File: config.mk
export PLATFORM = sky130hd
export DESIGN_NAME = router_sync_ctrl_flat
export DESIGN_NICKNAME = d
export VERILOG_FILES = /design/src/rtl/router_pkg.sv /design/src/rtl/router_sync_ctrl_if.sv /design/src/rtl/router_timeout_cnt.sv /design/src/rtl/router_sync_ctrl.sv /design/src/flat_wrapper.sv
export SDC_FILE = /design/constraint.sdc
export NUM_CORES = 1
export LEC_CHECK = 0
export CAP_MARGIN = 10
export CELL_PAD_IN_SITES_DETAIL_PLACEMENT = 0
export CELL_PAD_IN_SITES_GLOBAL_PLACEMENT = 2
export CORE_ASPECT_RATIO = 0.6
export CORE_MARGIN = 8
export CORE_UTILIZATION = 30
export DETAILED_ROUTE_END_ITERATION = 6
export PLACE_DENSITY_LB_ADDON = 0.1
export SLEW_MARGIN = 15
export SYNTH_ARGS = -nofsm -noshare
export SYNTH_HDL_FRONTEND = slang
export SYNTH_SLANG_ARGS = --single-unit
export TNS_END_PERCENT = 10
File: constraint.sdc
create_clock -name clk -period 3.2 [get_ports clk]
set_clock_uncertainty 0.05 [all_clocks]
set_input_delay 0.8 -clock clk [delete_from_list [all_inputs] [get_ports clk]]
set_output_delay 0.8 -clock clk [all_outputs]
set_load 0.01 [all_outputs]
File: src/rtl/router_pkg.sv
// Shared constants for the router address/handshake controller.
// Latency: n/a (types and constants only).
// Backpressure: n/a.
//
// Contents
//   NUM_PORTS  number of output FIFOs served by the controller
//   ADDR_W     width of the destination address field in the header byte
//   addr_t     destination address type
//   PORT0..2   address codes of the three output ports
//   ADDR_NONE  address code meaning "no destination latched"
package router_pkg;

   localparam int NUM_PORTS = 3;
   localparam int ADDR_W    = 2;

   typedef logic [ADDR_W-1:0] addr_t;

   localparam addr_t PORT0     = 2'd0;
   localparam addr_t PORT1     = 2'd1;
   localparam addr_t PORT2     = 2'd2;
   localparam addr_t ADDR_NONE = 2'b11;

   // Default stall budget before a port's FIFO is cleared, and a counter
   // width able to hold TIMEOUT-1.
   localparam int TIMEOUT_DEF = 30;
   localparam int CNT_W_DEF   = 5;

   // True when the address selects one of the real output ports.
   function automatic logic addr_is_port(input addr_t a);
      return (a != ADDR_NONE);
   endfunction

endpackage

File: src/rtl/router_sync_ctrl_if.sv
// Bundle of handshake/status signals between the router input FSM, the three
// output FIFOs, their consumers and the sync controller.
// Latency/backpressure: none of its own; the controller defines timing.
//
// Modports
//   slave   the sync controller: consumes FSM/FIFO/consumer signals,
//           drives write enables, the addressed full flag, valids and
//           per-port soft resets.
//   master  the surrounding environment (FSM, FIFOs, consumers).
interface router_sync_ctrl_if;
   import router_pkg::*;

   logic        detect_add;
   logic        pkt_valid;
   addr_t       data_in;
   logic        write_en_reg;
   logic        full_0;
   logic        full_1;
   logic        full_2;
   logic        empty_0;
   logic        empty_1;
   logic        empty_2;
   logic        read_enb_0;
   logic        read_enb_1;
   logic        read_enb_2;

   logic [NUM_PORTS-1:0] write_enb;
   logic        fifo_full;
   logic        vld_out_0;
   logic        vld_out_1;
   logic        vld_out_2;
   logic        soft_reset_0;
   logic        soft_reset_1;
   logic        soft_reset_2;

   modport slave (
      input  detect_add, pkt_valid, data_in, write_en_reg,
      input  full_0, full_1, full_2,
      input  empty_0, empty_1, empty_2,
      input  read_enb_0, read_enb_1, read_enb_2,
      output write_enb, fifo_full,
      output vld_out_0, vld_out_1, vld_out_2,
      output soft_reset_0, soft_reset_1, soft_reset_2
   );

   modport master (
      output detect_add, pkt_valid, data_in, write_en_reg,
      output full_0, full_1, full_2,
      output empty_0, empty_1, empty_2,
      output read_enb_0, read_enb_1, read_enb_2,
      input  write_enb, fifo_full,
      input  vld_out_0, vld_out_1, vld_out_2,
      input  soft_reset_0, soft_reset_1, soft_reset_2
   );

endinterface

File: src/rtl/router_timeout_cnt.sv
// Per-port consumer watchdog: pulses soft_reset when a valid FIFO goes unread.
// Latency: pulse is registered, high in the cycle after the TIMEOUT-th stall.
// Backpressure: none; a read or an empty FIFO simply restarts the count.
//
// Ports
//   clk         clock, rising edge
//   rst         asynchronous active-low reset
//   vld         FIFO holds data
//   rd          consumer reads the FIFO this cycle
//   soft_reset  one-cycle clear pulse to the FIFO
//
// CNT_W must satisfy 2**CNT_W > TIMEOUT; the counter only ever holds
// values 0..TIMEOUT-1.
module router_timeout_cnt #(
   parameter int TIMEOUT = 30,
   parameter int CNT_W   = 5
) (
   input  logic clk,
   input  logic rst,
   input  logic vld,
   input  logic rd,
   output logic soft_reset
);

   localparam logic [CNT_W-1:0] CNT_LAST = CNT_W'(TIMEOUT - 1);

   logic [CNT_W-1:0] cnt;
   logic             stall;

   // The pulse cycle itself is not a stall, so after a pulse the FIFO gets
   // a fresh full budget and the next pulse lands TIMEOUT+1 cycles later.
   assign stall = vld && !rd && !soft_reset;

   always_ff @(posedge clk or negedge rst) begin
      if (!rst) begin
         cnt        <= '0;
         soft_reset <= 1'b0;
      end else if (stall) begin
         if (cnt == CNT_LAST) begin
            cnt        <= '0;
            soft_reset <= 1'b1;
         end else begin
            cnt        <= cnt + CNT_W'(1);
            soft_reset <= 1'b0;
         end
      end else begin
         cnt        <= '0;
         soft_reset <= 1'b0;
      end
   end

endmodule

File: src/rtl/router_sync_ctrl.sv
// Address/handshake controller between the router input FSM and three output FIFOs.
// Latency: address latched on the decode edge, used the next cycle; steering,
//          full mux and valids are combinational; soft resets are registered.
// Backpressure: the addressed FIFO's full flag is returned to the FSM as fifo_full.
//
// Ports
//   clk   clock, rising edge
//   rst   asynchronous active-low reset
//   bus   router_sync_ctrl_if.slave:
//         in : detect_add, pkt_valid, data_in, write_en_reg,
//              full_0..2, empty_0..2, read_enb_0..2
//         out: write_enb[2:0] (one-hot), fifo_full, vld_out_0..2,
//              soft_reset_0..2
module router_sync_ctrl
   import router_pkg::*;
#(
   parameter int TIMEOUT = TIMEOUT_DEF,
   parameter int CNT_W   = CNT_W_DEF
) (
   input  logic               clk,
   input  logic               rst,
   router_sync_ctrl_if.slave  bus
);

   addr_t                addr_q;
   logic [NUM_PORTS-1:0] vld;
   logic [NUM_PORTS-1:0] rd;
   logic [NUM_PORTS-1:0] soft_reset;

   // Destination address: captured only when the FSM is decoding a header
   // and the byte is valid; a stray detect_add mid-packet is ignored.
   always_ff @(posedge clk or negedge rst) begin
      if (!rst) begin
         addr_q <= ADDR_NONE;
      end else if (bus.detect_add && bus.pkt_valid) begin
         addr_q <= bus.data_in;
      end
   end

   // Write steering: at most one bit set; ADDR_NONE steers nowhere.
   always_comb begin
      bus.write_enb = '0;
      if (bus.write_en_reg && addr_is_port(addr_q)) begin
         case (addr_q)
            PORT0:   bus.write_enb = 3'b001;
            PORT1:   bus.write_enb = 3'b010;
            PORT2:   bus.write_enb = 3'b100;
            default: bus.write_enb = '0;
         endcase
      end
   end

   // Full flag of the addressed FIFO only; other ports' fullness is irrelevant.
   always_comb begin
      case (addr_q)
         PORT0:   bus.fifo_full = bus.full_0;
         PORT1:   bus.fifo_full = bus.full_1;
         PORT2:   bus.fifo_full = bus.full_2;
         default: bus.fifo_full = 1'b0;
      endcase
   end

   assign vld = {!bus.empty_2, !bus.empty_1, !bus.empty_0};
   assign rd  = {bus.read_enb_2, bus.read_enb_1, bus.read_enb_0};

   assign bus.vld_out_0 = vld[0];
   assign bus.vld_out_1 = vld[1];
   assign bus.vld_out_2 = vld[2];

   // Soft resets are independent of write steering: a write and a clear to
   // the same FIFO in one cycle are both passed on, the FIFO arbitrates.
   for (genvar n = 0; n < NUM_PORTS; n++) begin : g_tmo
      router_timeout_cnt #(
         .TIMEOUT (TIMEOUT),
         .CNT_W   (CNT_W)
      ) u_tmo (
         .clk        (clk),
         .rst        (rst),
         .vld        (vld[n]),
         .rd         (rd[n]),
         .soft_reset (soft_reset[n])
      );
   end

   assign bus.soft_reset_0 = soft_reset[0];
   assign bus.soft_reset_1 = soft_reset[1];
   assign bus.soft_reset_2 = soft_reset[2];

endmodule

File: src/flat_wrapper.sv
// flat-port wrapper written by rule: the top's interface ports become plain ports
module router_sync_ctrl_flat import router_pkg::*;
#(
   parameter int TIMEOUT = TIMEOUT_DEF,
   parameter int CNT_W   = CNT_W_DEF
)
  (clk, rst, bus_detect_add, bus_pkt_valid, bus_data_in, bus_write_en_reg, bus_full_0, bus_full_1, bus_full_2, bus_empty_0, bus_empty_1, bus_empty_2, bus_read_enb_0, bus_read_enb_1, bus_read_enb_2, bus_write_enb, bus_fifo_full, bus_vld_out_0, bus_vld_out_1, bus_vld_out_2, bus_soft_reset_0, bus_soft_reset_1, bus_soft_reset_2);
  router_sync_ctrl_if bus_i ();
  input  logic clk;
  input  logic rst;
  input wire logic [$bits(bus_i.detect_add)-1:0] bus_detect_add;
  input wire logic [$bits(bus_i.pkt_valid)-1:0] bus_pkt_valid;
  input wire logic [$bits(bus_i.data_in)-1:0] bus_data_in;
  input wire logic [$bits(bus_i.write_en_reg)-1:0] bus_write_en_reg;
  input wire logic [$bits(bus_i.full_0)-1:0] bus_full_0;
  input wire logic [$bits(bus_i.full_1)-1:0] bus_full_1;
  input wire logic [$bits(bus_i.full_2)-1:0] bus_full_2;
  input wire logic [$bits(bus_i.empty_0)-1:0] bus_empty_0;
  input wire logic [$bits(bus_i.empty_1)-1:0] bus_empty_1;
  input wire logic [$bits(bus_i.empty_2)-1:0] bus_empty_2;
  input wire logic [$bits(bus_i.read_enb_0)-1:0] bus_read_enb_0;
  input wire logic [$bits(bus_i.read_enb_1)-1:0] bus_read_enb_1;
  input wire logic [$bits(bus_i.read_enb_2)-1:0] bus_read_enb_2;
  output wire logic [$bits(bus_i.write_enb)-1:0] bus_write_enb;
  output wire logic [$bits(bus_i.fifo_full)-1:0] bus_fifo_full;
  output wire logic [$bits(bus_i.vld_out_0)-1:0] bus_vld_out_0;
  output wire logic [$bits(bus_i.vld_out_1)-1:0] bus_vld_out_1;
  output wire logic [$bits(bus_i.vld_out_2)-1:0] bus_vld_out_2;
  output wire logic [$bits(bus_i.soft_reset_0)-1:0] bus_soft_reset_0;
  output wire logic [$bits(bus_i.soft_reset_1)-1:0] bus_soft_reset_1;
  output wire logic [$bits(bus_i.soft_reset_2)-1:0] bus_soft_reset_2;
  assign bus_i.detect_add = bus_detect_add;
  assign bus_i.pkt_valid = bus_pkt_valid;
  assign bus_i.data_in = bus_data_in;
  assign bus_i.write_en_reg = bus_write_en_reg;
  assign bus_i.full_0 = bus_full_0;
  assign bus_i.full_1 = bus_full_1;
  assign bus_i.full_2 = bus_full_2;
  assign bus_i.empty_0 = bus_empty_0;
  assign bus_i.empty_1 = bus_empty_1;
  assign bus_i.empty_2 = bus_empty_2;
  assign bus_i.read_enb_0 = bus_read_enb_0;
  assign bus_i.read_enb_1 = bus_read_enb_1;
  assign bus_i.read_enb_2 = bus_read_enb_2;
  assign bus_write_enb = bus_i.write_enb;
  assign bus_fifo_full = bus_i.fifo_full;
  assign bus_vld_out_0 = bus_i.vld_out_0;
  assign bus_vld_out_1 = bus_i.vld_out_1;
  assign bus_vld_out_2 = bus_i.vld_out_2;
  assign bus_soft_reset_0 = bus_i.soft_reset_0;
  assign bus_soft_reset_1 = bus_i.soft_reset_1;
  assign bus_soft_reset_2 = bus_i.soft_reset_2;
  router_sync_ctrl #(.TIMEOUT(TIMEOUT), .CNT_W(CNT_W)) u_core (.clk(clk), .rst(rst), .bus(bus_i));
endmodule
Word-level counts from Yosys, hierarchy flattened:

Cells that the tools add are included.

* output and inout port bits: 10
* input port bits: 16
* flip-flop bits (word level): 20
* word-level logic and storage cells: 49

* add/sub/neg operators: 3
* reduce and logical (&&, ||, !) cells: 18
* mux-type cells: 15
* equality and inequality tests: 6

Operators with widths (number)
* 2-to-1 mux 5 bit: 6
* adder 5 x 1 -> 5 bit (second input constant): 3
* == test 5 bit (second input constant): 3
* logical NOT 1 bit: 9
* case mux 3 bit (3 select lines): 1
* logical AND 1 bit: 8
* 2-to-1 mux 1 bit: 6
* 2-to-1 mux 3 bit: 1
* case mux 1 bit (3 select lines): 1
* == test 2 x 1 -> 1 bit (second input constant): 1
* == test 2 bit (second input constant): 1
* logical NOT 2 bit: 1
* inequality test 2 bit (second input constant): 1

Longest topological paths before layout:

Gate-level depths: netlist of the first run.

* depth in word-level cells: 4
* gate-level depth with buffers: 5
* depth with buffers taken out: 5

By module:

From an unflattened synthesis of the first run, not the netlist that was laid out.

* cells, all modules: 86
* area total of the unflattened synthesis: 924.6 µm²

By module, submodules not included
* router_timeout_cnt: area each 261.5 µm², instances 3, sequential area each 150.1 µm², cells each 24
* router_sync_ctrl: area each 140.1 µm², instances 1, sequential area each 52.6 µm², cells each 14

Least setup slack after synthesis of the first run:

Ideal clock, no wire load.

* path type: input to output
* start: input port bus_write_en_reg
* end: output port bus_write_enb[0]
* stages on the path: 1
* buffers on the path: 0
* arrival: 1106 ps
* path slack: 1244 ps
* cell sequence: nor3b_1

* cells in the longest elaborated chain, start to end: 2

RTL lines
* start, declared: RTL line flat_wrapper.sv:14 `input wire logic [$bits(bus_i.write_en_reg)-1:0] bus_write_en_reg;`
* logical AND 1 bit: RTL line router_sync_ctrl.sv:43 `if (bus.write_en_reg && addr_is_port(addr_q)) begin`
* 2-to-1 mux 3 bit: RTL line router_sync_ctrl.sv:43
* end, declared: RTL line flat_wrapper.sv:24 `output wire logic [$bits(bus_i.write_enb)-1:0] bus_write_enb;`

Every way passes these cells.

Worst setup path after layout of the first run:

Ends and elaborated chain as after synthesis.

==> results.md, run 1 <==
- Power Internal: 414.2 uW
- Standard-cell rows: 15
- Post-cts sizing count: 0
- Top-area cell type share of the netlist area: 0.4911
- Critical Path Start Type: input port
- Pleak: 0.0005600 uW
- Core ar.: 2890 sq um
- Post-Syn Nets: 106
- CTS buffer count: 3
- Worst Path Arrival: 2.03 ns
- First-pass GRT wire length: 3291 um
- Maxcap violations: 0
- Pwr Density: 414.5 nW/um^2
- DRT Pass-1 Iters: 4
- Worst flop-to-flop path startpoint: u_core.g_tmo[0].u_tmo.cnt[1]
- Hold_sp: u_core.g_tmo[2].u_tmo.soft_reset
- Critical Path End Type: output port
- Die Height: 58.83 um
- Netlist cell types: 18
- Max-slew headroom: 0.8250
- Sw Share: 0.2208
- RSZ-0062 raised after global routing: no
- VDD IR max: 0.1657 mV
- Worst Reg-to-Reg Cells: 5
- Sequential area share after synthesis: 0.5484
- Final WL: 1847 um
- Ratio of cells with drive above 1 in the final layout: 0.1053
- Vias in the first global route: 696
- Antenna-violating nets left: 0
- Clock transition at the registers of the reported paths: 0.07 ns
- Setup TNS: 0 ns
- Latest clock arrival within the worst-skew pair: 0.25 ns
- IO Pins: 26
- Flop pwr share: 0.512
- Initial core utilization: 0.3173
- Final period utilization: 0.9007
- All-Layer GR Usage: 0.08159
- DP Wirelength: 1458 um
- Max Slew Vio Count: 0
- Minimum clock period: 2.882 ns
- Initial antenna violation count: 0
- Post-CTS Setup Bufs: 0
- Final setup violation count: 0
- Largest area contributor in the netlist: dfrtp_1
- Dominant synthesized flop cell: dfrtp_1
- Full die area: 5141 sq um
- Area grow syn2layout: 39.84%
- Cts hold-fix bufs: 0
- Final Hold Vio Count: 0
- WL per Instance: 11.84 um
- Final Net Count: 137
- Critical Path Source: bus_write_en_reg
- Clock tree buffer depth: 2
- Seq cells post-synth: 20
- WP data required: 2.35 ns
- Hold Path Stages: 1
- Synth Cell Area: 917.1 sq um
- Buffers on Ports: 25
- Slew of the pin with the lowest slew margin: 0.2625 ns
- Synth top area cells: dfrtp_1 49%, ha_1 8.2%, nor2_1 6.5%
- # DRC: 0
- Most common cell in the netlist: dfrtp_1
- DR iter-0 viols: 19
- Vias: 676
- Clock share of power: 0.358
- Final GP Congestion: 0.7046
- Via density: 4.333
- CTS tree: done
- Setup CP Type: in2out
- Number of synthesis warnings: 0
- Core Util, Final: 0.4437
- FMAX: 347.0 MHz
- Syn avg cell area: 10.92 sq um
- Largest net degree at the start of global routing: 21
- Die Width: 87.38 um
- Number of flops mapped to enable cells by yosys: 0
- N_diodes: 0
- Combinational fraction of design power: 0.130
- Top cells by count, synth: 18 x dfrtp_1, 16 x nor2_1
- NetSw: 117.4 uW
- Fillers: 281
- Hold Path Class: reg2reg
- # clock sinks: 20
- GR Overflow Total: 0
- Gate Count Post-Synth: 84
- H-tree depth: 1
- Clock root cell: clkbuf_8
- Outcome: completed
- Async set or reset register ratio after synthesis: 1.000
- CP Max Fanout: 3
-- power by group through the flow --
stage	registers [uW]	clock network (uW)	logic (uW)
after CTS	272	202	70.5
final	272	191	68.9
after global routing	275	210	76.4
after floorplan	275	0	25.0
after detailed placement	277	0	70.4
after global placement	277	0	69.4
-- stage by stage --
step	cells	instance area [sq um]	setup WS, ns	hold slack, ns	total power [uW]
3_5_place_dp	152	1227	0.3177	0.4214	347.8
3_3_place_gp	152	1227	0.3261	0.4158	346.8
6_report	156	1282	0.3178	0.4286	531.6
2_1_floorplan	84	917.1	1.244	0.4103	299.6
4_1_cts	156	1282	0.3106	0.4313	544.7
5_1_grt	156	1282	0.2347	0.4536	560.9
-- worst max-delay path: stages --
cell and delay, ns:
clkdlybuf4s50_1 0.49, nor3b_1 0.18, clkdlybuf4s50_1 0.56
-- metal layers --
layer,share of wire,global-route usage,wire (um),vias to the layer above
met2,0.46,0.1180,843,14
met3,0.051,0.03883,95,2
li1,-,-,-,339
met4,0.0049,0.02184,9,0
met1,0.49,0.1048,900,321
met5,0,0,0,-
-- placed cells by master (no fill, tap or decap), drive strengths merged --
cell | synthesis | final
nand4 | 3 | 3
nor4 | 3 | 3
nor3 | 3 | 3
nor2 | 16 | 16
nand3b | 1 | 1
mux2i | 1 | 1
clkbuf | 0 | 4
buf | 0 | 1
and3b | 1 | 1
xor2 | 6 | 6
nand2 | 5 | 5
nor3b | 1 | 1
xnor2 | 3 | 3
inv | 6 | 6
ha | 6 | 6
dfstp | 2 | 2
dfrtp | 18 | 18
nand3 | 6 | 6
o21ai | 1 | 1
mux2 | 2 | 2
clkdlybuf4s50 | 0 | 25
-- state kept, by name (all words and copies together), names as in the netlist --
signal                         cells
u_core.addr_q                      2
u_core.g_tmo.u_tmo.soft_reset      3
u_core.g_tmo.u_tmo.cnt            15
-- kinds of logic (layout without fill, tap and decap cells) --
kind of cell,count (synthesis),after routing,synth area share
XOR/XNOR,9,9,0.08595
multiplexers,3,3,0.03547
AND/OR/NAND/NOR,39,39,0.2183
flip-flops,20,20,0.5484
buffers and inverters,6,36,0.02455
adder cells (fa/ha/maj),6,6,0.08185
AO/OA/AOI/OAI,1,1,0.005452
-- worst paths after layout --
path	endpoint	slack, ns
max in group asynchronous	u_core.addr_q[0]	1.99
min	u_core.g_tmo[2].u_tmo.soft_reset	0.43
min in group asynchronous	u_core.g_tmo[1].u_tmo.soft_reset	0.85
max	bus_write_enb[0]	0.32
min reg2reg	u_core.g_tmo[2].u_tmo.soft_reset	0.43
max reg2reg	u_core.g_tmo[0].u_tmo.cnt[4]	2.04
-- final cells by class --
cell class                      count  area, sq um  share of cell area
Timing Repair Buffer               26        257.7              0.2010
Inverter                            6        22.52             0.01756
Multi-Input combinational cell     58        391.6              0.3054
Tap cell                           42        52.55             0.04098
Clock buffer                        4        55.05             0.04293
Sequential cell                    20        503.0              0.3922
Note: power is estimated with default switching activity, not from simulation.
==> run 2, diff against run 1 <==
Settings changed: CORE_MARGIN 8 to 4.
==> run 2 against run 1 <==
- combinational power is essentially flat
- critical path type unchanged
- largest cell class unchanged
- core utilization grew 0.56 points
- first-iteration DRC count grew 53%
- global-route usage grew 2.1 points
==> results.md, run 2 (same netlist as run 1, synthesis figures left out) <==
- Most frequent cells in the layout: 25 x clkdlybuf4s50_1, 18 x dfrtp_1, 16 x nor2_1 (unchanged)
- Area grow syn2layout: 41.61% (was 39.84%)
- VDD IR max: 0.2683 mV (was 0.1657 mV)
- H-tree depth: 1 (unchanged)
- Critical Path End Type: output port (unchanged)
- Flop pwr share: 0.457 (was 0.512)
- Full die area: 4035 sq um (was 5141 sq um)
- # DRC: 0 (unchanged)
- Via density: 4.160 (was 4.333)
- N_diodes: 0 (unchanged)
- DRT Pass-1 Iters: 4 (unchanged)
- Max-slew headroom: 0.8262 (was 0.8250)
- Final Cell Area: 1299 sq um (was 1282 sq um)
- Commonest non-fill, non-tap cell in the layout: clkdlybuf4s50_1 (unchanged)
- Top flop regs: u_core.g_tmo.u_tmo.cnt: 15 flops, u_core.g_tmo.u_tmo.soft_reset: 3 flops, u_core.addr_q: 2 flops (unchanged)
- Vias: 649 (was 676)
- Critical Path Start Type: input port (unchanged)
- Final Hold Vio Count: 0 (unchanged)
- Antenna-violating nets left: 0 (unchanged)
- Clock transition at the registers of the reported paths: 0.07 ns (about the same)
- Area after DPL: 1227 sq um (unchanged)
- NetSw: 123.7 uW (was 117.4 uW)
- Setup CP Type: in2out (unchanged)
- Clock root cell: clkbuf_8 (unchanged)
- Hold Path Class: reg2reg (unchanged)
- Worst Path Arrival: 2.06 ns (was 2.03 ns)
- Largest net degree at the start of global routing: 21 (unchanged)
- Die Width: 79.38 um (was 87.38 um)
- Clock share of power: 0.427 (was 0.358)
- Die Height: 50.83 um (was 58.83 um)
- Final setup violation count: 0 (unchanged)
- Minimum clock period: 2.906 ns (was 2.882 ns)
- Post-CTS Setup Bufs: 0 (unchanged)
- Final GP Congestion: 0.7020 (was 0.7046)
- Hold Path Stages: 1 (unchanged)
- WHS Endpoint: u_core.g_tmo[1].u_tmo.soft_reset (was u_core.g_tmo[2].u_tmo.soft_reset)
- Final period utilization: 0.9082 (was 0.9007)
- All-Layer GR Usage: 0.1024 (was 0.08159)
- Final Net Count: 137 (unchanged)
- Final WL: 1735 um (was 1847 um)
- CP Max Fanout: 3 (unchanged)
- Largest Register: u_core.g_tmo.u_tmo.cnt (unchanged)
- Standard-cell rows: 15 (unchanged)
- GR Overflow Total: 0 (unchanged)
- Vias in the first global route: 651 (was 696)
- CTS buffer count: 3 (unchanged)
- R2R Path End: u_core.g_tmo[0].u_tmo.cnt[3] (was u_core.g_tmo[0].u_tmo.cnt[4])
- Slew of the pin with the lowest slew margin: 0.2608 ns (was 0.2625 ns)
- Initial core utilization: 0.3173 (unchanged)
- Setup TNS: 0 ns (unchanged)
- Pleak: 0.0005669 uW (was 0.0005600 uW)
- Total power: 595.6 uW (was 531.6 uW)
- Core ar.: 2890 sq um (unchanged)
- Worst flop-to-flop path startpoint: u_core.g_tmo[0].u_tmo.cnt[0] (was u_core.g_tmo[0].u_tmo.cnt[1])
- Maxcap violations: 0 (unchanged)
- Largest register FFs: 15 (unchanged)
- Worst Reg-to-Reg Cells: 4 (was 5)
- RSZ-0062 raised after global routing: no (unchanged)
- Initial antenna violation count: 0 (unchanged)
- Pwr Density: 458.6 nW/um^2 (was 414.5 nW/um^2)
- Reg2Reg Setup Slack: 2.05 ns (was 2.04 ns)
- Buffers on Ports: 25 (unchanged)
- FMAX: 344.1 MHz (was 347.0 MHz)
- Sw Share: 0.2076 (was 0.2208)
- Max Slew Vio Count: 0 (unchanged)
- Hold_sp: u_core.g_tmo[1].u_tmo.soft_reset (was u_core.g_tmo[2].u_tmo.soft_reset)
- Combinational fraction of design power: 0.116 (was 0.130)
- Latest clock arrival within the worst-skew pair: 0.26 ns (was 0.25 ns)
- Cts hold-fix bufs: 0 (unchanged)
- Power Internal: 471.9 uW (was 414.2 uW)
- CTS tree: done (unchanged)
- DP Wirelength: 1333 um (was 1458 um)
- DR iter-0 viols: 29 (was 19)
- Outcome: completed (unchanged)
- WP data required: 2.35 ns (about the same)
- WL per Instance: 11.12 um (was 11.84 um)
- Post-cts sizing count: 0 (unchanged)
- Clock tree buffer depth: 2 (unchanged)
- # clock sinks: 20 (unchanged)
- First-pass GRT wire length: 3132 um (was 3291 um)
- Ratio of cells with drive above 1 in the final layout: 0.1053 (unchanged)
- IO Pins: 26 (unchanged)
run 2: how the worst max path moves through the flow:
stage	start	endpoint	slack [ns]	cells past startpoint
6_report	bus_write_en_reg	bus_write_enb[0]	0.29	3
5_1_grt	bus_write_en_reg	bus_write_enb[0]	0.23	3
4_1_cts	bus_write_en_reg	bus_write_enb[0]	0.28	3
3_5_place_dp	bus_write_en_reg	bus_write_enb[0]	0.28	3
3_3_place_gp	bus_write_en_reg	bus_write_enb[0]	0.33	3
2_1_floorplan	bus_write_en_reg	bus_write_enb[0]	1.24	1
run 2: layer usage:
metal / GRT usage / share of wire / vias to the layer above
met1: 0.1440 / 0.49 / 289
li1: - / - / 341
met4: 0.03429 / 0.017 / 0
met3: 0.04930 / 0.073 / 4
met2: 0.1355 / 0.42 / 15
met5: 0 / 0 / -
run 2: final cells by class:
cell class / instances / area [sq um]
fillers: 299 / 1592
flip-flops and latches: 20 / 503.0
multi-input cells: 58 / 391.6
repair buffers: 26 / 257.7
well taps: 42 / 52.55
clock buffers: 3 / 41.29
clock inverters: 1 / 30.03
inverters: 6 / 22.52
run 2: worst max-delay path, cell delays in order:
cell	delay (ns)
clkdlybuf4s50_1	0.48
nor3b_1	0.19
clkdlybuf4s50_1	0.58
run 2: power by group through the flow:
| stage | combinational [uW] | clock (uW) | sequential, uW |
|---|---|---|---|
| after floorplan | 25.0 | 0 | 275 |
| after global placement | 69.4 | 0 | 277 |
| after detailed placement | 69.9 | 0 | 277 |
| after CTS | 70.5 | 264 | 272 |
| after global routing | 77.6 | 272 | 274 |
| final | 68.8 | 254 | 272 |
run 2: through the flow:
step | utilization | cells | setup slack [ns] | hold slack (ns)
floorplan | - | 84 | 1.244 | 0.4103
global placement | 0.4247 | 152 | 0.3290 | 0.4136
detailed placement | 0.4247 | 152 | 0.2813 | 0.4215
CTS | 0.4494 | 156 | 0.2804 | 0.4332
global route | 0.4494 | 156 | 0.2287 | 0.4586
finish | 0.4494 | 156 | 0.2938 | 0.4268
